$ cat config.mk
export PLATFORM = sky130hd
export DESIGN_NAME = mapper_lrn
export DESIGN_NICKNAME = d
export VERILOG_FILES = /design/src/rtl/mapper_lrn.sv
export SDC_FILE = /design/constraint.sdc
export NUM_CORES = 1
export LEC_CHECK = 0
export CORE_AREA = 2 2 179 163
export CTS_BUF_LIST = sky130_fd_sc_hd__clkbuf_4 sky130_fd_sc_hd__clkbuf_8
export DETAILED_ROUTE_END_ITERATION = 10
export DIE_AREA = 0 0 181 165
export GPL_ROUTABILITY_DRIVEN = 1
export MAX_ROUTING_LAYER = met4
export PLACE_DENSITY = 0.73
export SLEW_MARGIN = 10
export SYNTH_ARGS = -nofsm -noshare
export SYNTH_HDL_FRONTEND = slang
export SYNTH_SLANG_ARGS = --single-unit
export TNS_END_PERCENT = 30
$ cat constraint.sdc
create_clock -name core_clk -period 10.4 [get_ports core_clk]
set_input_delay 2.08 -clock core_clk [delete_from_list [all_inputs] [get_ports core_clk]]
set_output_delay 2.08 -clock core_clk [all_outputs]
set_load 0.1 [all_outputs]
$ cat src/rtl/mapper_lrn.sv
// mapper_lrn: address sequencer for Local Response Normalization over an
// N x M x E x F tensor stored as padded planes in feature-map memory.
// For each spatial window (n, e, f) it reads all M channel values, waits for
// the window buffer to fill, writes each divider result back in place, waits
// for the datapath to retire the window, then advances to the next window.
// Ports:
//   core_clk, reset (async, active-low)
//   start_normalization          1-cycle start, honoured in IDLE only
//   dim4/dim3/dim2/dim1          tensor dims (N/M/E/F), latched on start
//   padding_num                  border width v around each plane
//   full_flag                    window buffer holds all M values
//   div_out_valid                one normalized value ready
//   normalized_window_rr         datapath finished current window
//   r_addr/r_enable              read address / read strobe
//   w_addr/w_enable              write address / write strobe
//   normalized_layer             1-cycle pulse when layer is finished
module mapper_lrn #(
  parameter int unsigned N_WIDTH        = 2,
  parameter int unsigned M_WIDTH        = 4,
  parameter int unsigned E_WIDTH        = 4,
  parameter int unsigned F_WIDTH        = 4,
  parameter int unsigned V_WIDTH        = 2,
  parameter int unsigned ADDR_BUS_WIDTH = 20,
  parameter int unsigned DATA_WIDTH     = 16,
  parameter int unsigned ROW_MAJOR      = 1
) (
  input  logic                      core_clk,
  input  logic                      reset,
  input  logic                      start_normalization,
  input  logic [N_WIDTH-1:0]        dim4,
  input  logic [M_WIDTH-1:0]        dim3,
  input  logic [E_WIDTH-1:0]        dim2,
  input  logic [F_WIDTH-1:0]        dim1,
  input  logic [V_WIDTH-1:0]        padding_num,
  input  logic                      full_flag,
  input  logic                      div_out_valid,
  input  logic                      normalized_window_rr,
  output logic [ADDR_BUS_WIDTH-1:0] r_addr,
  output logic                      r_enable,
  output logic [ADDR_BUS_WIDTH-1:0] w_addr,
  output logic                      w_enable,
  output logic                      normalized_layer
);

  localparam int unsigned AW = ADDR_BUS_WIDTH;
  localparam int unsigned CW = 32;

  // Element width has no effect on addressing; only sanity-checked here.
  if (DATA_WIDTH == 0) begin : g_dw_chk
    $error("DATA_WIDTH must be non-zero");
  end

  typedef enum logic [2:0] {
    S_IDLE, S_READ, S_WAIT_FULL, S_PROCESS, S_WAIT_RR, S_DONE
  } state_t;

  state_t               state_q, state_d;
  logic [N_WIDTH-1:0]   n_q, n_d, d4_q, d4_d;
  logic [M_WIDTH-1:0]   m_q, m_d, d3_q, d3_d;
  logic [E_WIDTH-1:0]   e_q, e_d, d2_q, d2_d;
  logic [F_WIDTH-1:0]   f_q, f_d, d1_q, d1_d;
  logic [V_WIDTH-1:0]   v_q, v_d;
  logic                 full_seen_q, full_seen_d;
  logic [AW-1:0]        r_addr_q, r_addr_d, w_addr_q, w_addr_d;
  logic                 r_enable_q, r_enable_d, w_enable_q, w_enable_d;
  logic                 nl_q, nl_d;
  logic                 last_m, last_win;

  // Padded-plane element address, truncated to the bus width.
  function automatic logic [AW-1:0] addr_f(
    input logic [N_WIDTH-1:0] n,  input logic [M_WIDTH-1:0] m,
    input logic [E_WIDTH-1:0] e,  input logic [F_WIDTH-1:0] f,
    input logic [M_WIDTH-1:0] d3, input logic [E_WIDTH-1:0] d2,
    input logic [F_WIDTH-1:0] d1, input logic [V_WIDTH-1:0] v);
    logic [CW-1:0] h, w, p, plane;
    h = CW'(d2) + (CW'(v) << 1);
    w = CW'(d1) + (CW'(v) << 1);
    if (ROW_MAJOR != 0) p = (CW'(e) + CW'(v)) * w + CW'(f) + CW'(v);
    else                p = (CW'(f) + CW'(v)) * h + CW'(e) + CW'(v);
    plane = h * w;
    return AW'((CW'(n) * CW'(d3) + CW'(m)) * plane + p);
  endfunction

  assign last_m   = (m_q == d3_q - M_WIDTH'(1));
  assign last_win = (n_q == d4_q - N_WIDTH'(1)) && (e_q == d2_q - E_WIDTH'(1)) &&
                    (f_q == d1_q - F_WIDTH'(1));

  // Next-state, counters and registered-output values.
  always_comb begin
    state_d     = state_q;
    n_d         = n_q;
    m_d         = m_q;
    e_d         = e_q;
    f_d         = f_q;
    d4_d        = d4_q;
    d3_d        = d3_q;
    d2_d        = d2_q;
    d1_d        = d1_q;
    v_d         = v_q;
    full_seen_d = full_seen_q;
    w_enable_d  = 1'b0;
    w_addr_d    = w_addr_q;

    case (state_q)
      S_IDLE: begin
        if (start_normalization) begin
          d4_d = dim4;
          d3_d = dim3;
          d2_d = dim2;
          d1_d = dim1;
          v_d  = padding_num;
          n_d  = '0;
          m_d  = '0;
          e_d  = '0;
          f_d  = '0;
          full_seen_d = 1'b0;
          if (dim4 == '0 || dim3 == '0 || dim2 == '0 || dim1 == '0) state_d = S_DONE;
          else                                                      state_d = S_READ;
        end
      end
      S_READ: begin
        // full_flag may arrive before the last read; remember it.
        if (full_flag) full_seen_d = 1'b1;
        if (last_m) begin
          m_d     = '0;
          state_d = S_WAIT_FULL;
        end else begin
          m_d = m_q + M_WIDTH'(1);
        end
      end
      S_WAIT_FULL: begin
        if (full_flag || full_seen_q) begin
          full_seen_d = 1'b0;
          state_d     = S_PROCESS;
        end
      end
      S_PROCESS: begin
        if (div_out_valid) begin
          w_enable_d = 1'b1;
          w_addr_d   = addr_f(n_q, m_q, e_q, f_q, d3_q, d2_q, d1_q, v_q);
          if (last_m) begin
            m_d     = '0;
            state_d = S_WAIT_RR;
          end else begin
            m_d = m_q + M_WIDTH'(1);
          end
        end
      end
      S_WAIT_RR: begin
        if (normalized_window_rr) begin
          if (last_win) begin
            state_d = S_DONE;
          end else begin
            state_d = S_READ;
            if (f_q == d1_q - F_WIDTH'(1)) begin
              f_d = '0;
              if (e_q == d2_q - E_WIDTH'(1)) begin
                e_d = '0;
                n_d = n_q + N_WIDTH'(1);
              end else begin
                e_d = e_q + E_WIDTH'(1);
              end
            end else begin
              f_d = f_q + F_WIDTH'(1);
            end
          end
        end
      end
      S_DONE:  state_d = S_IDLE;
      default: state_d = S_IDLE;
    endcase

    // Read strobe is aligned with READ cycles, so it is derived from next-state values.
    r_enable_d = (state_d == S_READ);
    r_addr_d   = r_enable_d ? addr_f(n_d, m_d, e_d, f_d, d3_d, d2_d, d1_d, v_d) : r_addr_q;
    nl_d       = (state_d == S_DONE);
  end

  // State, counters, latched dims and output registers.
  always_ff @(posedge core_clk or negedge reset) begin
    if (!reset) begin
      state_q     <= S_IDLE;
      n_q         <= '0;
      m_q         <= '0;
      e_q         <= '0;
      f_q         <= '0;
      d4_q        <= '0;
      d3_q        <= '0;
      d2_q        <= '0;
      d1_q        <= '0;
      v_q         <= '0;
      full_seen_q <= 1'b0;
      r_addr_q    <= '0;
      r_enable_q  <= 1'b0;
      w_addr_q    <= '0;
      w_enable_q  <= 1'b0;
      nl_q        <= 1'b0;
    end else begin
      state_q     <= state_d;
      n_q         <= n_d;
      m_q         <= m_d;
      e_q         <= e_d;
      f_q         <= f_d;
      d4_q        <= d4_d;
      d3_q        <= d3_d;
      d2_q        <= d2_d;
      d1_q        <= d1_d;
      v_q         <= v_d;
      full_seen_q <= full_seen_d;
      r_addr_q    <= r_addr_d;
      r_enable_q  <= r_enable_d;
      w_addr_q    <= w_addr_d;
      w_enable_q  <= w_enable_d;
      nl_q        <= nl_d;
    end
  end

  assign r_addr           = r_addr_q;
  assign r_enable         = r_enable_q;
  assign w_addr           = w_addr_q;
  assign w_enable         = w_enable_q;
  assign normalized_layer = nl_q;

endmodule

# Word level (Yosys, flattened, before mapping)

Index checks and enable logic that the tools add are counted.

Bits of input ports: 22
Logic and storage cells: 120
Bits in registers: 77
Output and inout port bits: 43

$add $sub $neg: 22
Equality and inequality tests: 13
Muxes and demuxes: 46
$mul: 8
Reduce and logical (&&, ||, !) cells: 15

Operators with widths:

| cell                                                               | count |
|---|---|
| 4-bit 2-to-1 mux                                                   | 18 |
| 5-bit by 5-bit multiplier with 10-bit output                       | 4 |
| 20-bit 2-to-1 mux                                                  | 2 |
| 7-bit by 10-bit multiplier with 17-bit output                      | 2 |
| 11-bit by 2-bit adder with 12-bit output                           | 2 |
| 3-bit 2-to-1 mux                                                   | 8 |
| 10-bit by 4-bit adder with 11-bit output                           | 2 |
| 17-bit by 20-bit adder with 20-bit output                          | 1 |
| 4-bit by 3-bit adder with 5-bit output                             | 4 |
| 17-bit by 12-bit adder with 18-bit output                          | 1 |
| 4-bit one-hot mux with 2 select lines                              | 2 |
| 3-bit one-hot mux with 5 select lines                              | 1 |
| 6-bit by 4-bit adder with 7-bit output                             | 2 |
| 2-bit 2-to-1 mux                                                   | 7 |
| 4-bit by 1-bit adder with 4-bit output, second input constant      | 3 |
| 4-bit == test                                                      | 3 |
| 4-bit zero test                                                    | 3 |
| 2-bit by 4-bit multiplier with 6-bit output                        | 2 |
| 4-bit one-hot mux with 3 select lines                              | 1 |
| 4-bit by 1-bit subtractor with 4-bit output, second input constant | 3 |
| 4-bit by 2-bit adder with 5-bit output                             | 2 |
| 3-bit by 1-bit == test with 1-bit output, second input constant    | 2 |
| 3-bit by 2-bit == test with 1-bit output, second input constant    | 2 |
| 3-bit == test, second input constant                               | 2 |
| other kinds (14)                                                   | 25 |

# Depth between registers and ports, before layout

Gate-level depths: netlist of the first run.

Depth in word-level cells: 12
Gate-level depth with buffers: 39

# Worst setup path after synthesis of the first run

No wires, ideal clock.

Kind: input -> register
Start point: input start_normalization
End point: register r_addr_q[15] (netlist: r_addr[15])
Buffers on the path: 2
Data required time: 10275 ps
Library setup time: 125 ps
Stages on the path: 36
Arrival: 11968 ps
Setup slack: -1693 ps
Cells stage by stage: nor4b_1 -> clkbuf_1 -> clkbuf_1 -> mux2i_1 -> inv_1 -> fa_1 -> xnor2_1 -> nand2_1 -> fa_1 -> fa_1 -> fa_1 -> inv_1 -> ha_1 -> a21oi_1 -> o21bai_1 -> a21oi_1 -> o21ai_0 -> xor2_1 -> and2_1 -> fa_1 -> ha_1 -> inv_1 -> fa_1 -> inv_1 -> fa_1 -> inv_1 -> fa_1 -> inv_1 -> ha_1 -> a21oi_1 -> a21boi_0 -> or4_1 -> o21ai_0 -> o21ai_0 -> xor2_1 -> mux2_2

Cells in the longest elaborated chain, start to end: 7
Elaborated cells on any way between the ends: 30
Classes of those cells: add/sub (7); mul (4); eq/ne (1); mux (18)

RTL lines:

| what                                                                                  | RTL line | text |
|---|---|---|
| start: declaration                                                                    | 29       | `input logic start_normalization,` |
| 2-bit 2-to-1 mux *                                                                    | 106      | `if (start_normalization) begin` |
| 2-bit 2-to-1 mux *                                                                    | 104      | `case (state_q)` |
| via v_d[1]                                                                            | 62       | `logic [V_WIDTH-1:0] v_q, v_d;` |
| branches (longest 4 deep; another with 7-bit by 10-bit multiplier with 17-bit output) | --       |  |
| 17-bit by 12-bit adder with 18-bit output *                                           | 81       | `return AW'((CW'(n) * CW'(d3) + CW'(m)) * plane + p);` |
| end signal: assignment                                                                | 210      | `r_addr_q <= r_addr_d;` |
| end: declaration                                                                      | 64       | `logic [AW-1:0] r_addr_q, r_addr_d, w_addr_q, w_addr_d;` |

Mark *: on every way through the listed nets, which the timed path passes.
A chain may end at the register's enable or synchronous reset.

# Worst setup path in the final report of the first run

Same ends and word-level chain as after synthesis.

==> summary.txt, run 1 <==
Routing
  • Routed WL: ~28,000 µm
  • Number of remaining DRC errors: 0
  • Drt pass-1 iters: 6
  • Drt wl/cell: 14.6 µm
  • Via count: 9,722
  • Vias per cell: 5.11
  • DR iter-0 viols: 474
  • Post-route ant nets: 0

Run status
  • Status: complete, no violations

Final layout
  • Share of cells above drive strength 1: 11.1%
  • # diodes: 0
  • Synthesis-to-layout area growth: 16.6%
  • Final Non-Filler Cells: 1,903
  • NumNets Final: 1,904
  • Final core utilization: a little over half

Critical path
  • R2R Setup Slk: 1.26 ns
  • CP Data Arrival Time: 10.45 ns
  • CP startpoint kind: primary input
  • Worst EP required: 10.66 ns
  • Worst-path fanout max: 6
  • Max incr delay on CP: 0.61 ns
  • Most Frequent Cell on Critical Path: fa_1
  • Worst Path Class, Setup: primary input to flop
  • R2R Path End: r_addr[15]$_DFFE_PN0P_
  • Slowest CP cell: fa_2
  • CP Capture Type: flop
  • RR Startpoint: state_q[1]$_DFF_PN0_
  • Reg2reg path depth: 35

Global routing
  • Met1 Usage GRT: 24.1%
  • GRT Max-Usage Layer: met2
  • Met2 Usage GRT: a little over a third
  • Total grt overflow: 0
  • Pin count of the biggest net entering global routing: 74
  • GR Util met3: 2.60%
  • GRT Overall Usage: 20.4%
  • First-pass GRT wire length: 48,100 µm
  • Antenna violations before repair: 0
  • Number of global-route vias before repair: 10,100

Logic synthesis
  • Simple-Gate Fraction of Synth Area: 15.2%
  • Synth area leaders: fa_1, ha_1, dfrtp_1
  • Post-synth cell types: 56
  • Top cell type's share of synthesized area: 24.2%
  • Compound-gate portion of the synthesized area: 8.76%
  • Most frequent cell after synthesis: inv_1
  • Main combinational cell family by area after synthesis: adder cells
  • Mean Syn Cell Area: 8.90 µm²
  • Post-synthesis cell area: between 10,000 and 15,000 µm²
  • Post-synth EDFFs: 0
  • Ys async rst share: 100%
  • Synth Area in Adders: 43.6%
  • Synth Warn #: 0
  • Top cells by count, synth: inv_1, ha_1, nand2_1, fa_1, and2_1
  • Most used DFF post-synth: dfrtp_1
  • Xor/xnor share of the synthesized area: under 10%
  • Sequential area share after synthesis: 14.6%
  • Cell taking the most area after synthesis: fa_1
  • FF+latch count, synth: 73
  • Multiplexer share of the synthesized area: under 10%
  • Synthesized instance count: 1,402

Place
  • Routability congestion estimate: 0.907
  • Port Buffers: 60
  • Inst Count DP: 1,878
  • Dpl hpwl: 23,800 µm

Die
  • Starting density of the core: 44.8%
  • Die height: around 170 µm
  • Core footprint: around 28,000 µm²
  • Die W: 181 µm
  • I/O pin total: 65
  • Std-Cell Rows: between 50 and 60
  • Die Footprint: 29,900 µm²

Timing
  • Setup TNS: 0 ns
  • Min cycle time layout: 10.20 ns
  • Worst Tran Pin Value: 1.02 ns
  • Slew Limit Fails: 0
  • Period utilization: 98.1%
  • Clk_skew: 0.0167 ns
  • Setup-failing EPs final: 0
  • Slew HR: roughly a third
  • Unrepaired setup endpoints after global routing: true
  • Final hold vios: 0
  • Maximum clock frequency: 0.0981 GHz

Clock network
  • CTS Sinks: 73
  • H-tree levels: 3
  • Clk slew on worst S/H paths: ~0.080 ns
  • Worst-Skew Late Latency: ~0.38 ns
  • Cts bufs inserted: 9
  • Clock Tree Buf Depth: 2
  • CTS root buffer: clkbuf_8
  • CTS tree: done

Worst hold path
  • Hold WC Path Type: flop to flop
  • Hold Path Origin: w_addr[0]$_DFFE_PN0P_
  • Worst hold stages: 2
  • Hold EP: w_addr[0]$_DFFE_PN0P_

Run
  • Max-cap viol count: 0
==> cell type report <==
| type | instances | area, µm² |
|---|---|---|
| Clock buffer | 12 | 153 |
| Multi-Input combinational cell | 1023 | 9740 |
| Inverter | 284 | 1070 |
| Sequential cell | 73 | 1830 |
| Clock inverter | 4 | 27.5 |
| Timing Repair Buffer | 147 | 1290 |
| Fill cell | 2531 | 13300 |
| Tap cell | 360 | 450 |
==> worst max-delay path: cells and delay by family <==
family / cells / cell delay (ns)
adders and majority gates: 12 / 4.90
and+or+nand+nor: 4 / 0.97
AOI/OAI and AO/OA: 7 / 0.86
buffers and inverters: 9 / 0.78
muxes: 2 / 0.59
xor gates and xnor gates: 2 / 0.29
==> cells by family after synthesis <==
kind of cell / count (synthesis)
mux: 29
buf+inv: 309
simple gates: 390
xor+xnor: 78
compound gates: 178
fa+ha+maj: 344
flops: 73
other cells: 1
==> how the worst max path moves through the flow <==
stage / depth (start not counted) / slack, ns / to / start
after floorplan: 36 / -0.15 / r_addr[15]$_DFFE_PN0P_ / start_normalization
after global placement: 37 / -0.49 / r_addr[15]$_DFFE_PN0P_ / start_normalization
after detailed placement: 36 / -0.69 / r_addr[15]$_DFFE_PN0P_ / start_normalization
after CTS: 36 / 0.002 / r_addr[15]$_DFFE_PN0P_ / start_normalization
after global routing: 36 / -0.10 / r_addr[16]$_DFFE_PN0P_ / start_normalization
final: 36 / 0.20 / r_addr[15]$_DFFE_PN0P_ / start_normalization
==> layout by cell type, fill, tap and decap left out, drive strengths merged, types with 6 or more instances in the layout <==
master and count:
a21o 22, xor2 37, o21bai 6, o21a 6, nor3 16, buf 89, nor4 6, mux2i 9
clkdlybuf4s50 58, mux2 20, inv 285, a21oi 55, nand2 155, dfrtp 73, fa 151, and2 77
nor2b 19, o21ai 51, nand2b 17, nor2 61, clkbuf 12, nand3 12, and3 10, xnor2 38
ha 193
==> flip-flops by register name, summed over array words and instances, names as in the netlist, 2 cells and up <==
name	count
r_addr	18
w_addr	18
d1_q	4
d2_q	4
d3_q	4
e_q	4
f_q	4
m_q	4
state_q	3
d4_q	2
n_q	2
v_q	2
==> timing repair <==
item                                    in CTS  in global routing
buffers inserted                             3                  6
hold buffers                                 0                  0
endpoints found under the setup margin      10                 10
pin swaps                                   12                 27
resized for setup                            4                 25
==> metrics by stage <==
step	hold slack, ns	area [µm²]	setup slack [ns]
2_1_floorplan	0.488	12700	-0.152
3_3_place_gp	0.461	14200	-0.488
3_5_place_dp	0.461	14200	-0.690
4_1_cts	0.481	14400	0.00250
5_1_grt	0.511	14600	-0.101
6_report	0.475	14600	0.203
==> layer usage <==
layer  vias up  wire length [µm]
li1       4710                 -
met1      4800             11700
met2       163             14600
met3        49               745
met4         0               767
met5         -                 0
Power of run 1 is left out: the tool's default activity adds up to more than one toggle a clock period on the data nets, which glitch-free logic cannot reach.
==> run 2, diff against run 1 <==
--- a/config.mk
+++ b/config.mk
@@ -5,13 +5,14 @@
 export SDC_FILE = /design/constraint.sdc
 export NUM_CORES = 1
 export LEC_CHECK = 0
-export CORE_AREA = 2 2 179 163
+export ABC_AREA = 1
+export CORE_AREA = 2 2 182 166
 export CTS_BUF_LIST = sky130_fd_sc_hd__clkbuf_4 sky130_fd_sc_hd__clkbuf_8
 export DETAILED_ROUTE_END_ITERATION = 10
-export DIE_AREA = 0 0 181 165
+export DIE_AREA = 0 0 184 168
 export GPL_ROUTABILITY_DRIVEN = 1
 export MAX_ROUTING_LAYER = met4
-export PLACE_DENSITY = 0.73
+export PLACE_DENSITY = 0.72
 export SLEW_MARGIN = 10
 export SYNTH_ARGS = -nofsm -noshare
 export SYNTH_HDL_FRONTEND = slang
==> run 2 against run 1 <==
Maximum frequency increased by 0.33%. Routed wire length up 8.7%. Register-to-register slack improved by 0.35 ns. First-iteration DRC count rose by 56%. Synthesized cell count up 19%. Flip-flop and latch count did not move. Clock-buffer cell count is 3 lower. Critical path type unchanged.
==> summary.txt, run 2 <==
Clock network
  • Cts bufs inserted: 9 (unchanged)
  • Clock Tree Buf Depth: 2 (unchanged)
  • Clk slew on worst S/H paths: 0.09 ns (about the same)
  • CTS root buffer: clkbuf_8
  • CTS Sinks: 73 (unchanged)
  • Cts hold-fix bufs: 0 (unchanged)
  • CTS tree: done
  • Worst-Skew Late Latency: 0.39 ns (about the same)
  • H-tree levels: 3 (unchanged)

Final layout
  • NumNets Final: 2,138 (+12%)
  • Most frequent cells in the layout: inv_1, nand2_1, ha_1
  • Synthesis-to-layout area growth: 13.5%
  • Area taken by multi-input logic gates: 9580 µm² (-1.6%)
  • Most common cell after layout, fill and taps aside: inv_1
  • Share of cells above drive strength 1: 8.67% (-2.5 points)
  • Reg area: 1830 µm² (unchanged)
  • # diodes: 0 (unchanged)
  • Layout filler cell count: 2,786 (+10%)

Critical path
  • R2R Path End: w_addr[15]$_DFFE_PN0P_
  • Max incr delay on CP: 0.59 ns (-0.02 ns)
  • Worst Path Class, Setup: primary input to flop
  • Worst EP required: 10.73 ns (+0.07 ns)
  • CP Capture Type: flop
  • RR Startpoint: v_q[0]$_DFF_PN0_
  • Worst-path fanout max: 6 (unchanged)
  • Slowest CP cell: fa_1
  • R2R Setup Slk: 1.61 ns (+0.35 ns)
  • CP startpoint kind: primary input
  • Reg2reg path depth: 33 (-5.7%)
  • CP endpoint: r_addr[16]$_DFFE_PN0P_
  • CP Data Arrival Time: 10.49 ns (+0.04 ns)
  • Setup crit start: start_normalization

Logic synthesis
  • Sequential area share after synthesis: 14.2% (-0.48 points)
  • Synth Warn #: 0 (unchanged)
  • Most frequent cell after synthesis: inv_1
  • Top cell type's share of synthesized area: 23.4% (-0.79 points)
  • Post-synth cell types: 50 (-11%)
  • Most used DFF post-synth: dfrtp_1
  • Cell taking the most area after synthesis: fa_1
  • Top cells by count, synth: inv_1, nand2_1, ha_1, fa_1, nor2_1
  • Synthesized instance count: 1,663 (+19%)
  • Post-synth EDFFs: 0 (unchanged)
  • FF+latch count, synth: 73 (unchanged)
  • Post-synthesis cell area: 12,900 µm² (+3.4%)
  • Ys async rst share: 100% (unchanged)
  • Mean Syn Cell Area: 7.76 µm² (-13%)
  • Synth area leaders: fa_1, ha_1, dfrtp_1

Worst hold path
  • Hold WC Path Type: flop to flop
  • Worst hold stages: 2 (unchanged)

Routing
  • Post-route ant nets: 0 (unchanged)
  • Routed WL: 30,200 µm (+8.7%)
  • Number of remaining DRC errors: 0 (unchanged)
  • Drt pass-1 iters: 5 (-1)
  • Drt wl/cell: 14.1 µm (-3.8%)
  • DR iter-0 viols: 740 (+56%)
  • Vias per cell: 5.03 (-1.6%)
  • Via count: 10,800 (+11%)

Global routing
  • GR Util met3: 2.08% (-0.53 points)
  • Total grt overflow: 0 (unchanged)
  • Number of global-route vias before repair: 10,700 (+5.6%)
  • GRT Overall Usage: 21.0% (+0.62 points)
  • Met1 Usage GRT: 27.8% (+3.7 points)
  • GRT Max-Usage Layer: met2
  • Antenna violations before repair: 0 (unchanged)
  • First-pass GRT wire length: 51,300 µm (+6.5%)
  • Pin count of the biggest net entering global routing: 74 (unchanged)
  • Met2 Usage GRT: 34.6% (-2.0 points)

Run status
  • Status: complete, no violations

Timing
  • Worst Tran Pin Value: 1.06 ns (+0.0407 ns)
  • Setup-failing EPs final: 0 (unchanged)
  • Period utilization: 97.7% (-0.32 points)
  • Min cycle time layout: 10.16 ns (-0.0338 ns)
  • Final hold slack: 0.476 ns (+0.00166 ns)
  • Maximum clock frequency: 0.0984 GHz (+0.33%)
  • Slew HR: 28.8% (-3.0 points)
  • Slew Limit Fails: 0 (unchanged)
  • Final hold vios: 0 (unchanged)
  • Clk_skew: 0.0104 ns (-0.00635 ns)

Die
  • I/O pin total: 65 (unchanged)
  • Starting density of the core: 44.1% (-0.71 points)
  • Die height: 168 µm (+1.8%)
  • Std-Cell Rows: 60 (+3.4%)
  • Die Footprint: 30,900 µm² (+3.5%)
  • Die W: 184 µm (+1.7%)
  • Core footprint: 29,300 µm² (+5.1%)

Place
  • Dpl hpwl: 25,600 µm (+7.5%)
  • Routability congestion estimate: 0.987 (+8.8%)
  • Port Buffers: 60 (unchanged)

Run
  • Max-cap viol count: 0 (unchanged)
## run 2: repair_timing
item	CTS	global route
endpoints found under the setup margin	0	11
gates resized for setup	0	45
buffers inserted	0	8
## run 2: logic make-up (layout without fill, tap and decap cells)
logic type / after synthesis / count (layout) / synth area share (%)
and+or+nand+nor: 587 / 587 / 19.3
AOI/OAI and AO/OA: 165 / 165 / 7.09
xor gates and xnor gates: 59 / 59 / 4.06
adders and majority gates: 344 / 344 / 42.1
buffers and inverters: 434 / 545 / 13.2
DFF: 73 / 73 / 14.2
other: 1 / 4 / 0.0291
## run 2: layout make-up
class | count | share of cell area [%]
repair buffers | 119 | 7.11
clock inverters | 7 | 0.453
well taps | 372 | 3.18
flip-flops and latches | 73 | 12.5
multi-input cells | 1159 | 65.4
clock buffers | 9 | 0.846
inverters | 410 | 10.5
## run 2: metrics by stage
step                setup WS, ns  util, %  area [µm²]  TNS (ns)  instances
floorplan                 0.0206        -       12900         0       1666
global placement          -0.145     48.5       14200    -0.706       2125
detailed placement        -0.339     48.5       14200     -2.36       2125
CTS                       0.0341     49.1       14400         0       2141
global route              -0.169     50.0       14600    -0.480       2149
finish                     0.236     50.0       14600         0       2149
## run 2: metal layers
layer,up-vias,wire (µm)
li1,5267,-
met1,5244,13600
met2,256,14700
met3,41,1300
met4,0,663
met5,-,0
## run 2: worst min-delay path by stage
stage / startpoint / slack, ns / to
2_1_floorplan: full_seen_q$_DFFE_PN0P_ / 0.45 / full_seen_q$_DFFE_PN0P_
3_3_place_gp: w_addr[2]$_DFFE_PN0P_ / 0.46 / w_addr[2]$_DFFE_PN0P_
3_5_place_dp: w_addr[2]$_DFFE_PN0P_ / 0.46 / w_addr[2]$_DFFE_PN0P_
4_1_cts: w_addr[2]$_DFFE_PN0P_ / 0.48 / w_addr[2]$_DFFE_PN0P_
5_1_grt: w_addr[0]$_DFFE_PN0P_ / 0.51 / w_addr[0]$_DFFE_PN0P_
6_report: w_addr[2]$_DFFE_PN0P_ / 0.48 / w_addr[2]$_DFFE_PN0P_
## run 2: worst max-delay path, delay by kind of cell
family	cells	cell delay [ns]
fa+ha+maj	12	5.19
buf+inv	14	1.52
simple gates	10	0.85
compound gates	3	0.54
xor+xnor	2	0.30
Power of run 2 is left out for the same reason.
